## src/rtl/header_decoder_stream.sv

```systemverilog
// header_decoder_stream
// Streaming header detector for the SFP receive word stream. Valid-qualified
// 16-bit words are shifted into a window. A preamble word followed by N_HDR
// tagged words is a header. The block decodes the timestamp, spill, slot,
// crate and event fields, checks event-number continuity within a spill and
// keeps saturating statistics. After an accepted header, a lockout window
// keeps payload words from re-triggering the detector.
module header_decoder_stream #(
  parameter int          N_HDR    = 6,
  parameter logic [15:0] PRE_WORD = 16'h0000,
  parameter logic [1:0]  TAG      = 2'b11,
  parameter int          LOCKOUT  = 16,
  parameter int          CNT_W    = 16
) (
  input  logic             clk,
  input  logic             rst_n,
  input  logic [15:0]      data_in,
  input  logic             data_valid,
  input  logic             check_en,
  input  logic             clr_cnt,
  output logic             get_package,
  output logic [28:0]      r_timestamp,
  output logic [9:0]       r_spillno,
  output logic [4:0]       r_slotno,
  output logic [4:0]       r_crateno,
  output logic [15:0]      r_evtno,
  output logic             evt_seq_err,
  output logic             spill_new,
  output logic             locked,
  output logic [CNT_W-1:0] hdr_cnt,
  output logic [CNT_W-1:0] seq_err_cnt
);

  localparam int LOCK_W = (LOCKOUT > 1) ? $clog2(LOCKOUT + 1) : 1;

  typedef enum logic {
    HUNT = 1'b0,
    LOCK = 1'b1
  } state_e;

  state_e             state_q, state_d;
  logic [LOCK_W-1:0]  lockCnt_q, lockCnt_d;

  logic [15:0]        win_q [N_HDR];
  logic [15:0]        win   [N_HDR+1];

  logic               match;
  logic               accept;

  logic [28:0]        tsNext;
  logic [9:0]         spillNext;
  logic [4:0]         slotNext;
  logic [4:0]         crateNext;
  logic [15:0]        evtNext;
  logic               spillNewNext;
  logic               seqErrNext;

  logic               getPkg_q;
  logic               seqErr_q;
  logic               spillNew_q;
  logic [28:0]        timestamp_q;
  logic [9:0]         spillNo_q;
  logic [4:0]         slotNo_q;
  logic [4:0]         crateNo_q;
  logic [15:0]        evtNo_q;
  logic               hist_q;
  logic [9:0]         prevSpill_q;
  logic [15:0]        prevEvt_q;
  logic [CNT_W-1:0]   hdrCnt_q;
  logic [CNT_W-1:0]   seqErrCnt_q;

  // Full view of the window: stored words plus the word arriving this beat.
  always_comb begin
    for (int i = 0; i < N_HDR; i++) begin
      win[i] = win_q[i];
    end
    win[N_HDR] = data_in;
  end

  // Shift the stored words by one on every valid beat; frozen otherwise.
  always_ff @(posedge clk or negedge rst_n) begin
    if (!rst_n) begin
      for (int i = 0; i < N_HDR; i++) begin
        win_q[i] <= '0;
      end
    end else if (data_valid) begin
      for (int i = 0; i < N_HDR; i++) begin
        win_q[i] <= win[i+1];
      end
    end
  end

  // A header is present when the oldest word is the preamble and all later words carry the tag.
  always_comb begin
    match = data_valid && (win[0] == PRE_WORD);
    for (int k = 1; k <= N_HDR; k++) begin
      if (win[k][15:14] != TAG) begin
        match = 1'b0;
      end
    end
  end

  // Field extraction from the window; win[1] is header word 0.
  always_comb begin
    tsNext    = {win[5][8:0], win[4][13:0], win[3][13:8]};
    spillNext = {win[2][5:0], win[1][13:10]};
    slotNext  = win[1][9:5];
    crateNext = win[1][4:0];
    evtNext   = {win[3][7:0], win[2][13:6]};
  end

  // Spill change and sequence-error judgement against the previous accepted header.
  always_comb begin
    spillNewNext = !hist_q || (spillNext != prevSpill_q);
    seqErrNext   = check_en && hist_q && (spillNext == prevSpill_q) &&
                   (evtNext != (prevEvt_q + 16'd1));
  end

  // Hunt/lock state register together with the lockout down-counter.
  always_ff @(posedge clk or negedge rst_n) begin
    if (!rst_n) begin
      state_q   <= HUNT;
      lockCnt_q <= '0;
    end else begin
      state_q   <= state_d;
      lockCnt_q <= lockCnt_d;
    end
  end

  // Accept a match only while hunting; lockout counts valid beats and ignores matches.
  always_comb begin
    state_d   = state_q;
    lockCnt_d = lockCnt_q;
    accept    = 1'b0;
    case (state_q)
      HUNT: begin
        if (match && !getPkg_q) begin
          accept = 1'b1;
          if (LOCKOUT > 0) begin
            state_d   = LOCK;
            lockCnt_d = LOCK_W'(LOCKOUT);
          end
        end
      end
      LOCK: begin
        if (data_valid) begin
          lockCnt_d = lockCnt_q - 1'b1;
          if (lockCnt_q == LOCK_W'(1)) begin
            state_d = HUNT;
          end
        end
      end
      default: begin
        state_d = HUNT;
      end
    endcase
  end

  // Register the decoded header and its pulses; fields hold until the next accept.
  always_ff @(posedge clk or negedge rst_n) begin
    if (!rst_n) begin
      getPkg_q    <= 1'b0;
      seqErr_q    <= 1'b0;
      spillNew_q  <= 1'b0;
      timestamp_q <= '0;
      spillNo_q   <= '0;
      slotNo_q    <= '0;
      crateNo_q   <= '0;
      evtNo_q     <= '0;
      hist_q      <= 1'b0;
      prevSpill_q <= '0;
      prevEvt_q   <= '0;
    end else begin
      getPkg_q   <= accept;
      seqErr_q   <= accept && seqErrNext;
      spillNew_q <= accept && spillNewNext;
      if (accept) begin
        timestamp_q <= tsNext;
        spillNo_q   <= spillNext;
        slotNo_q    <= slotNext;
        crateNo_q   <= crateNext;
        evtNo_q     <= evtNext;
        hist_q      <= 1'b1;
        prevSpill_q <= spillNext;
        prevEvt_q   <= evtNext;
      end
    end
  end

  // Saturating statistics; a clear beats any increment on the same cycle.
  always_ff @(posedge clk or negedge rst_n) begin
    if (!rst_n) begin
      hdrCnt_q    <= '0;
      seqErrCnt_q <= '0;
    end else if (clr_cnt) begin
      hdrCnt_q    <= '0;
      seqErrCnt_q <= '0;
    end else begin
      if (accept && (hdrCnt_q != '1)) begin
        hdrCnt_q <= hdrCnt_q + CNT_W'(1);
      end
      if (accept && seqErrNext && (seqErrCnt_q != '1)) begin
        seqErrCnt_q <= seqErrCnt_q + CNT_W'(1);
      end
    end
  end

  assign get_package = getPkg_q;
  assign evt_seq_err = seqErr_q;
  assign spill_new   = spillNew_q;
  assign r_timestamp = timestamp_q;
  assign r_spillno   = spillNo_q;
  assign r_slotno    = slotNo_q;
  assign r_crateno   = crateNo_q;
  assign r_evtno     = evtNo_q;
  assign locked      = (state_q == LOCK);
  assign hdr_cnt     = hdrCnt_q;
  assign seq_err_cnt = seqErrCnt_q;

endmodule

```

## config.mk

```make
export PLATFORM = sky130hd
export DESIGN_NAME = header_decoder_stream
export DESIGN_NICKNAME = d
export VERILOG_FILES = /design/src/rtl/header_decoder_stream.sv
export SDC_FILE = /design/constraint.sdc
export NUM_CORES = 1
export LEC_CHECK = 0
export BUFFER_PORTS_ARGS = -buffer_cell sky130_fd_sc_hd__buf_2
export CORE_MARGIN = 2
export CORE_UTILIZATION = 55
export DETAILED_ROUTE_END_ITERATION = 12
export PLACE_DENSITY = 0.73
export SLEW_MARGIN = 10
export SYNTH_ARGS = -nofsm -noshare
export SYNTH_HDL_FRONTEND = slang
export SYNTH_SLANG_ARGS = --single-unit
```

## constraint.sdc

```tcl
create_clock -name clk -period 6 [get_ports clk]
set_clock_uncertainty 0.15 [all_clocks]
set_input_delay 1.2 -clock clk [delete_from_list [all_inputs] [get_ports clk]]
set_output_delay 1.2 -clock clk [all_outputs]
set_load 0.005 [all_outputs]
```

==> impl_results.md, run 1 <==
- Largest net degree at the start of global routing: roughly 120
- Sequential share of power: 0.502
- Number of global-route vias before repair: 5962
- Utilization after layout: 0.657
- CP startpoint kind: input port
- Starting density of the core: 0.558
- Post-DP HPWL: 12.7 mm
- Switching component of the power: 0.802 mW
- Root buffer cell: clkbuf_16
- Vias post-DR: a little under 6000
- Die ar.: 17000 um2
- Peak supply drop: 0.000232 V
- Final worst-path cycle share: 0.642
- Ports: 122
- DR DRC count: 0
- Worst hold path type: reg2reg
- Synth top cells by count: 203 x dfrtp_1, 160 x mux2_2, 27 x xnor2_1
- #FFs+latches synth: 203
- First-pass GRT wire length: 29.9 mm
- Area leader, netlist: dfrtp_1
- Hold Fails Final Rpt: 0
- Ratio of cells with drive above 1 in the final layout: 0.407
- Sequential area share after synthesis: 0.579
- Pwr Density: 323 nW/um2
- Post-Syn Area: 8770 um2
- Crit Path Class: in2reg
- Post-CTS sizing: 0
- Setup_tns: 0 ns
- Run status: finished, final reports clean
- EDFF count, synth: 0
- Syn Inst Count: a little under 700
- Drt via density: 5.74
- Total Wirelength: 18.8 mm
- Final setup vio count: 0
- Post-synth net total: about 700
- Worst-Skew Late Latency: 0.49 ns
- Cell Rows: between 40 and 50
- Mapped Avg Cell Area: roughly 13 um2
- Post-route ant nets: 0
- Top FF cell, synth: dfrtp_1
- Clock Pin Slew Worst Setup and Hold Paths: 0.06 ns
- Max clock buf depth: 3
- Total GRT Usage: 0.222
- Die height: 130 um
- DRT Pass-1 Iters: 4
- Top-count cell post-synth: dfrtp_1
- Net count, final: 820
- WL per Instance: 18.3 um
- Max capacitance violation total: 0
- Share of async-settable or async-resettable flops after synthesis: 1.00
- Peak Freq: 260 MHz
- Gate power share: 0.084
- CTS tree: done
- Sw Share: 0.241
- Area delta synth->final: 17.7%
- Filler cell count: roughly 1200
- Min cycle time layout: 3.85 ns
- Internal power: 2.53 mW
- Crit end category: register
- Worst slew pin tran: 0.963 ns
- Cts hold-fix bufs: 0
- Port Buf Inserts: 121
- Synth warn: 0
- Worst path required time: roughly 6.3 ns
- Number of distinct library cells after synthesis: 49
- GR Overflow Total: 0
- CTS Buf Count: 21
- CP Data Arrival Time: 4.11 ns
- Setup repair bufs after CTS: 0
- Core area: around 16000 um2
- Pleak: ~4.9 nW
- Number of DRC markers in iteration 0: 320
- Initial antenna violation count: 1
- Fin. max-slew vios: 0
- Area contributors post-synth: dfrtp_1 58%, mux2_2 21%, xnor2_1 2.7%
- Clock sink count: 203
- CP Max Fanout: 55
- Gp weighted congestion: 0.906
- Clock Power Share: 0.415
- H-tree levels: 1
- Slew HR: 0.358
- Die width: approximately 130 um
- RSZ-0062 raised after global routing: false
- Post-synth top area share: 0.579
layout make-up:
| class | instances | area [um2] | area share |
|---|---|---|---|
| diodes | 1 | 2.50 | 0.000242 |
| clock buffers | 26 | 574 | 0.0556 |
| clock inverters | 12 | 169 | 0.0164 |
| inverters | 9 | 33.8 | 0.00327 |
| multi-input cells | 433 | 3540 | 0.343 |
| flip-flops and latches | 203 | 5080 | 0.492 |
| well taps | 216 | 270 | 0.0262 |
| repair buffers | 126 | 654 | 0.0634 |
worst max-delay path, stage by stage:
cell,delay [ns]
buf_4,0.29
nor4bb_1,0.34
nand4_1,0.18
nor4_4,0.32
buf_4,0.63
nand4_1,0.49
or3_1,0.48
a21oi_1,0.15
power groups by stage:
stage                     logic, mW  clock network (mW)  registers [mW]
after floorplan               0.221                   0            1.62
after global placement        0.268                   0            1.68
after detailed placement      0.281                   0            1.69
after CTS                     0.283                1.41            1.67
after global routing          0.308                1.47            1.69
final                         0.279                1.38            1.67
path summary, 6_finish.rpt:
check                      startpoint            to  slack [ns]  cells after the start
min in group asynchronous       rst_n    hdr_cnt[4]        0.67                      1
hold reg to reg                hist_q        hist_q        0.33                      1
max in group asynchronous       rst_n  spillNext[1]        3.86                      2
setup reg to reg               locked    hdr_cnt[8]        2.68                      7
hold / removal                 hist_q        hist_q        0.33                      1
setup / recovery           data_valid    hdr_cnt[8]        2.15                      8
routing by layer:
metal / global-route usage / share of wire
met5: 0 / 0
met4: 0.0727 / 0.025
met3: 0.0492 / 0.060
met2: 0.377 / 0.50
met1: 0.285 / 0.42
registers in the layout, indices dropped and copies added, names as in the netlist, 10 cells and up:
| signal | cells |
|---|---|
| spillNext | 10 |
| tsNext | 29 |
| win | 31 |
| r_timestamp | 29 |
| prevSpill_q | 10 |
| hdr_cnt | 16 |
| seq_err_cnt | 16 |
| prevEvt_q | 16 |
| evtNext | 16 |
cells in the final DEF (no fill, tap or decap), types with 3 or more instances in the layout:
cell type	instances
nand3_1	20
o31ai_1	3
xnor2_1	27
or4_1	6
dfrtp_1	203
buf_2	119
inv_1	9
or3_1	20
bufinv_16	4
nand4_1	15
and3_1	7
mux2_2	160
clkbuf_16	21
and2_1	3
nor4_1	8
clkbuf_8	4
xor2_1	12
nand3b_1	6
o21ai_0	14
clkinv_2	5
a21oi_1	24
ha_1	5
o21ai_1	11
buf_4	6
nor3_1	7
nand2_1	25
nor4b_1	3
o211ai_1	3
nor2_1	23
logic make-up after synthesis:
family | after synthesis | share of synthesized area
compound gates | 70 | 0.0483
xor+xnor | 39 | 0.0389
fa+ha+maj | 5 | 0.00713
buf+inv | 39 | 0.0187
flops | 203 | 0.579
mux | 162 | 0.208
simple gates | 157 | 0.100
metrics by stage:
stage	total power, mW	setup slack (ns)	instance area [um2]	cells	hold WS (ns)
2_1_floorplan	1.84	2.75	8770	675	0.289
3_3_place_gp	1.95	1.76	9580	987	0.307
3_5_place_dp	1.97	1.63	9580	987	0.310
4_1_cts	3.37	2.13	10300	1025	0.328
5_1_grt	3.46	1.81	10300	1025	0.344
6_report	3.33	2.15	10300	1026	0.329
Note: power is estimated with default switching activity, not from simulation.
==> run 2: changes to the inputs <==
--- a/config.mk
+++ b/config.mk
@@ -5,6 +5,7 @@
 export SDC_FILE = /design/constraint.sdc
 export NUM_CORES = 1
 export LEC_CHECK = 0
+export ABC_AREA = 1
 export BUFFER_PORTS_ARGS = -buffer_cell sky130_fd_sc_hd__buf_2
 export CORE_MARGIN = 2
 export CORE_UTILIZATION = 55
==> constraint.sdc (replaced) <==
create_clock -name clk -period 4 [get_ports clk]
set_clock_uncertainty 0.15 [all_clocks]
set_input_delay 0.8 -clock clk [delete_from_list [all_inputs] [get_ports clk]]
set_output_delay 0.8 -clock clk [all_outputs]
set_load 0.005 [all_outputs]
==> run 2 against run 1 <==
Sequential share of layout area decreased by 1.4 points. Register-to-register slack got worse by 1.5 ns. Cell count increased by 36%. Synthesized cell count increased by 57%. Count of clock-buffer cells in the layout increased by 8. Wire length increased by 6.2%. Worst setup slack got worse by 0.93 ns.
==> impl_results.md, run 2 <==
- Syn Inst Count: between 1000 and 1500
- Total Wirelength: 20.0 mm
- Area contributors post-synth: dfrtp_1 56%, nand2_1 12%, o21ai_0 8.3%
- Number of global-route vias before repair: 6774
- Met1 Use GR: 0.357
- Post-DP HPWL: 13.4 mm
- Most common cell after layout, fill and taps aside: nand2_1
- Die ar.: around 18000 um2
- Die width: 132 um
- #FFs+latches synth: 203
- Slew HR: 0.194
- Cts hold-fix bufs: 0
- EDFF count, synth: 0
- RSZ-0062 raised after global routing: false
- GRT busiest layer: met1
- CP startpoint kind: register
- Die height: between 100 and 150 um
- Run status: finished, final reports clean
- Worst slew pin tran: between 1 and 1.5 ns
- Top FF cell, synth: dfrtp_1
- Max clock buf depth: 3
- Worst r2r path cells: 9
- Initial antenna violation count: 0
- Final setup vio count: 0
- R2R Path Start: win[104]
- Slowest stage delay, CP: between 0.5 and 0.6 ns
- H-tree levels: 1
- Top-count cell post-synth: nand2_1
- Number of distinct library cells after synthesis: 39
- CP max stage cell: nor4_1
- Pleak: 5.33 nW
- Post-synth top area share: 0.560
- Setup_tns: 0 ns
- Fin. max-slew vios: 0
- Most frequent cells in the layout: 282 x nand2_1, 203 x dfrtp_1, 151 x o21ai_0, 120 x inv_1, 119 x buf_2
- Internal power: 3.60 mW
- Sw Share: 0.237
- Tot Pwr: 4.72 mW
- Clock Power Share: 0.446
- Peak supply drop: 0.000282 V
- Final worst-path cycle share: 0.696
- Total GRT Usage: 0.231
- CTS tree: done
- Number of DRC markers in iteration 0: 548
- GR Overflow Total: 0
- Gate power share: 0.074
- Share of async-settable or async-resettable flops after synthesis: 1.00
- Post-CTS sizing: 0
- Drt via density: 5.21
- Post-synth net total: 1086
- Starting density of the core: 0.567
- Ratio of cells with drive above 1 in the final layout: 0.166
- Min cycle time layout: 2.78 ns
- Diodes inserted: 0
- Pwr Density: 444 nW/um2
- R2R Setup Slk: ~1.2 ns
- Critical-path cell list: nor4_1 -> nand2_1 -> nor2_1 -> nand2_4 -> buf_4 -> nand2_1 -> nand2_1 -> nand2_1 -> nand3_1
- Clock Pin Slew Worst Setup and Hold Paths: 0.06 ns
- CP Data Arrival Time: a little under 3 ns
- Port Buf Inserts: 121
- Gp weighted congestion: a little over 0.8
- FF-to-FF End: lockCnt_q[4]
- Worst hold path type: in2async
- Clock sink count: 203
- Root buffer cell: clkbuf_16
- CTS Buf Count: 22
- Max capacitance violation total: 0
- Sequential share of power: 0.481
- Synth top cells by count: 282 x nand2_1, 203 x dfrtp_1, 151 x o21ai_0
- Worst path required time: 4.17 ns
- Mapped Avg Cell Area: 8.56 um2
- Crit Path Class: reg2reg
- WL per Instance: between 10 and 15 um
- DR DRC count: 0
- Ports: 122
- Area leader, netlist: dfrtp_1
- CP most frequent cell: nand2_1
- CP Max Fanout: around 130
- Peak Freq: roughly 360 MHz
- Worst Setup SP: win[104]
- Setup repair bufs after CTS: 0
- Cell Rows: 46
- Hold Fails Final Rpt: 0
- DRT Pass-1 Iters: 5
- Crit end category: register
- Post-Syn Area: 9070 um2
- Core area: 16000 um2
- GR Util met3: 0.0352
- Synth warn: 0
- Net count, final: around 1200
- Largest net degree at the start of global routing: 135
- Switching component of the power: 1.12 mW
- Sequential area share after synthesis: 0.560
- Flip-flop count of the largest register after layout: 31
- Met2 Usage GRT: 0.350
- First-pass GRT wire length: between 30 and 40 mm
- Worst-Skew Late Latency: 0.50 ns
- Crit path to: lockCnt_q[4]
- Post-route ant nets: 0
- Min Hold Slack: 0.209 ns
- Area delta synth->final: 17.1%
- Vias post-DR: 7292
run 2: cell types whose count changed in the layout (fill, tap and decap cells not counted), sizes merged, moves of 8 or more:
| cell | delta |
|---|---|
| nand2 | +267 |
| nand3 | +32 |
| nor2 | +54 |
| o21ai | +125 |
| clkbuf | +8 |
| inv | +112 |
| mux2 | -153 |
| xnor2 | -17 |
| or3 | -20 |
run 2: worst min path at each step:
| stage | from | slack (ns) | depth (start not counted) | endpoint |
|---|---|---|---|---|
| global placement | lockCnt_q[3] | 0.30 | 1 | lockCnt_q[3] |
| finish | rst_n | 0.21 | 1 | win[27] |
| CTS | rst_n | 0.25 | 1 | win[27] |
| detailed placement | lockCnt_q[3] | 0.31 | 1 | lockCnt_q[3] |
| floorplan | lockCnt_q[3] | 0.28 | 1 | lockCnt_q[3] |
| global route | rst_n | 0.27 | 1 | win[27] |
run 2: power groups by stage:
stage / sequential [mW] / clock [mW] / combinational, mW
floorplan: 2.28 / 0 / 0.228
global placement: 2.30 / 0 / 0.338
detailed placement: 2.30 / 0 / 0.349
CTS: 2.27 / 2.13 / 0.353
global route: 2.28 / 2.23 / 0.410
finish: 2.27 / 2.10 / 0.348
run 2: layer usage:
layer / vias up / wire length [um]
met4: 0 / 317
met1: 3449 / 9580
li1: 3619 / -
met3: 23 / 1120
met5: - / 0
met2: 201 / 8940
run 2: layout make-up:
cell class              count  area (um2)
flip-flops and latches    203        5080
clock inverters             5        75.1
multi-input cells         692        3360
inverters                 123         462
well taps                 216         270
clock buffers              34         687
repair buffers            127         687
fillers                  1348        5380
run 2: cells by family after synthesis:
kind of cell,share of synthesized area
AO/OA/AOI/OAI,0.113
XOR/XNOR,0.0232
adder cells (fa/ha/maj),0.00690
buffers and inverters,0.0699
flip-flops,0.560
multiplexers,0.00869
AND/OR/NAND/NOR,0.219
run 2: worst max-delay path, delay by kind of cell, from the launching register on:
family / cells / cell delay, ns
flops: 1 / 0.39
buf+inv: 1 / 0.48
simple gates: 8 / 1.57
run 2: per-stage QoR:
step,utilization,cells,setup WS (ns),area (um2)
after detailed placement,0.616,1361,0.974,9860
final,0.664,1400,1.22,10600
after CTS,0.664,1400,1.25,10600
after global routing,0.664,1400,0.981,10600
after floorplan,-,1060,1.71,9070
after global placement,0.616,1361,1.01,9860
==> run 3: changes to the inputs <==
--- a/config.mk
+++ b/config.mk
@@ -8,9 +8,9 @@
 export ABC_AREA = 1
 export BUFFER_PORTS_ARGS = -buffer_cell sky130_fd_sc_hd__buf_2
 export CORE_MARGIN = 2
-export CORE_UTILIZATION = 55
+export CORE_UTILIZATION = 52
 export DETAILED_ROUTE_END_ITERATION = 12
-export PLACE_DENSITY = 0.73
+export PLACE_DENSITY = 0.72
 export SLEW_MARGIN = 10
 export SYNTH_ARGS = -nofsm -noshare
 export SYNTH_HDL_FRONTEND = slang
==> constraint.sdc (replaced) <==
create_clock -name clk -period 2.4 [get_ports clk]
set_clock_uncertainty 0.15 [all_clocks]
set_input_delay 0.48 -clock clk [delete_from_list [all_inputs] [get_ports clk]]
set_output_delay 0.48 -clock clk [all_outputs]
set_load 0.005 [all_outputs]
==> run 3 against run 2 <==
Combinational power up 73%. Critical path depth up 5. Cell count up 1.4%. Critical endpoint is now seq_err_cnt[15]. Largest cell class unchanged.
==> impl_results.md, run 3 (same netlist as run 2, synthesis figures left out) <==
- Hold path start: data_in[0]
- Core area: 17200 um2
- Run status: finished, final reports clean
- Die height: 136 um
- Worst Setup SP: seq_err_cnt[0]
- Flip-flop count of the largest register after layout: 31
- Number of DRC markers in iteration 0: 578
- DR DRC count: 0
- Final worst-path cycle share: 0.932
- DRT Pass-1 Iters: 5
- Total GRT Usage: 0.224
- Max capacitance violation total: 0
- Placed inst area: 9980 um2
- CTS tree: done
- Cell Rows: 48
- Ratio of cells with drive above 1 in the final layout: 0.176
- Min Hold Slack: 0.0276 ns
- Total Wirelength: 20.3 mm
- Slowest stage delay, CP: ~0.4 ns
- Worst-Skew Late Latency: ~0.51 ns
- CP Max Fanout: 16
- Most common cell after layout, fill and taps aside: nand2_1
- CP startpoint kind: register
- H-tree levels: 1
- Fin. max-slew vios: 0
- Post-route ant nets: 0
- Port Buf Inserts: 121
- Diodes inserted: 0
- Clock sink count: between 200 and 250
- Clock Pin Slew Worst Setup and Hold Paths: 0.06 ns
- Multi-input logic area: around 3400 um2
- Register area: between 5000 and 6000 um2
- Number of global-route vias before repair: 6714
- Area delta synth->final: 18.4%
- Ports: 122
- Gp weighted congestion: a little under 0.9
- Worst path required time: 2.65 ns
- Min cycle time layout: between 2 and 2.5 ns
- CP Data Arrival Time: about 2.5 ns
- Initial antenna violation count: 0
- Filler cell count: ~1500
- CP bufs+invs: 1
- Largest net degree at the start of global routing: 187
- Final setup vio count: 0
- Slew HR: 0.546
- WL per Instance: 14.3 um
- CP top delay family: simple AND/OR/NAND/NOR gates
- CP max stage cell: dfrtp_1
- R2R Path Start: seq_err_cnt[0]
- Worst slew pin tran: a little under 0.7 ns
- Crit Path Class: reg2reg
- Post-DP HPWL: roughly 14 mm
- Drt via density: 5.11
- Peak supply drop: 0.000530 V
- Final instance area: approximately 11000 um2
- Vias post-DR: 7256
- Most frequent cells in the layout: 282 x nand2_1, 201 x dfrtp_1, 151 x o21ai_0, 120 x inv_1, 119 x buf_2
- Pwr Density: around 720 nW/um2
- Worst hold path type: in2reg
- Die ar.: 18500 um2
- Hold Fails Final Rpt: 0
- Tot Pwr: ~7.7 mW
- CTS Buf Count: 22
- First-pass GRT wire length: about 34 mm
- CP most frequent cell: nand2_1
- Critical-path cell list: ha_1 -> nand2_1 -> inv_1 -> nand3_2 -> nor2_4 -> nand3_2 -> nor2_4 -> nand2_1 -> nor2_1 -> nand3_1 -> nand3_4 -> nand2_4 -> nand2_1 -> nand2_1
- Net count, final: 1205
- Die width: 136 um
- Crit end category: register
- Starting density of the core: 0.528
- GR Overflow Total: 0
- Root buffer cell: clkbuf_16
- Pleak: 5.38 nW
- Max clock buf depth: 3
- Peak Freq: 447 MHz
-- run 3: changes by cell type in the layout (fill, tap and decap cells not counted), moves of 2 or more --
cell      delta
buf_4        +5
buf_12       +4
dfrtp_1      -2
dfrtp_2      +2
clkinv_2     +2
-- run 3: timing repair --
| action | CTS | global route |
|---|---|---|
| gates resized for setup | 0 | 4 |
| hold endpoints to repair | 50 | 0 |
| buffers inserted | 0 | 1 |
| endpoints found under the setup margin | 0 | 29 |
| hold buffers | 1 | 0 |
-- run 3: power breakdown --
| part | internal [mW] | total (mW) | switching (mW) |
|---|---|---|---|
| Clock | 2.01 | 3.35 | 1.34 |
| Combinational | 0.203 | 0.601 | 0.397 |
| Sequential | 3.64 | 3.78 | 0.141 |
| Total | 5.85 | 7.72 | 1.88 |
-- run 3: worst paths after layout --
check / cells past startpoint / to / slack, ns
max: 14 / seq_err_cnt[15] / 0.16
min in group asynchronous: 2 / win[27] / 0.35
max in group asynchronous: 3 / prevEvt_q[2] / 1.07
min reg2reg: 1 / hist_q / 0.31
min: 3 / tsNext[20] / 0.03
max reg2reg: 14 / seq_err_cnt[15] / 0.16
-- run 3: through the flow --
step                      TNS [ns]  worst slack (ns)  utilization  instances
after CTS                        0            0.0785        0.624       1418
after floorplan                  0             0.312            -       1060
after detailed placement         0            0.0923        0.581       1378
final                            0             0.162        0.625       1419
after global placement           0             0.140        0.581       1378
after global routing       -0.0323           -0.0141        0.625       1419
-- run 3: cell type report --
cell class,count,area share
Inverter,123,0.0430
Clock buffer,32,0.0613
Multi-Input combinational cell,692,0.314
Clock inverter,7,0.00664
Sequential cell,203,0.473
Tap cell,225,0.0262
Timing Repair Buffer,137,0.0758
-- run 3: worst register-to-register path, cell delays in order (launching register included) --
cell,delay [ns]
dfrtp_1,0.41
ha_1,0.19
nand2_1,0.07
inv_1,0.09
nand3_2,0.08
nor2_4,0.13
nand3_2,0.12
nor2_4,0.14
nand2_1,0.07
nor2_1,0.08
nand3_1,0.12
nand3_4,0.17
nand2_4,0.15
nand2_1,0.11
nand2_1,0.05
-- run 3: layer usage --
metal / vias up / track usage / share of wire / wire length, um
li1: 3633 / - / - / -
met4: 0 / 0.0532 / 0.021 / 430
met2: 154 / 0.338 / 0.46 / 9260
met5: - / 0 / 0 / 0
met3: 29 / 0.0339 / 0.044 / 895
met1: 3440 / 0.342 / 0.48 / 9690
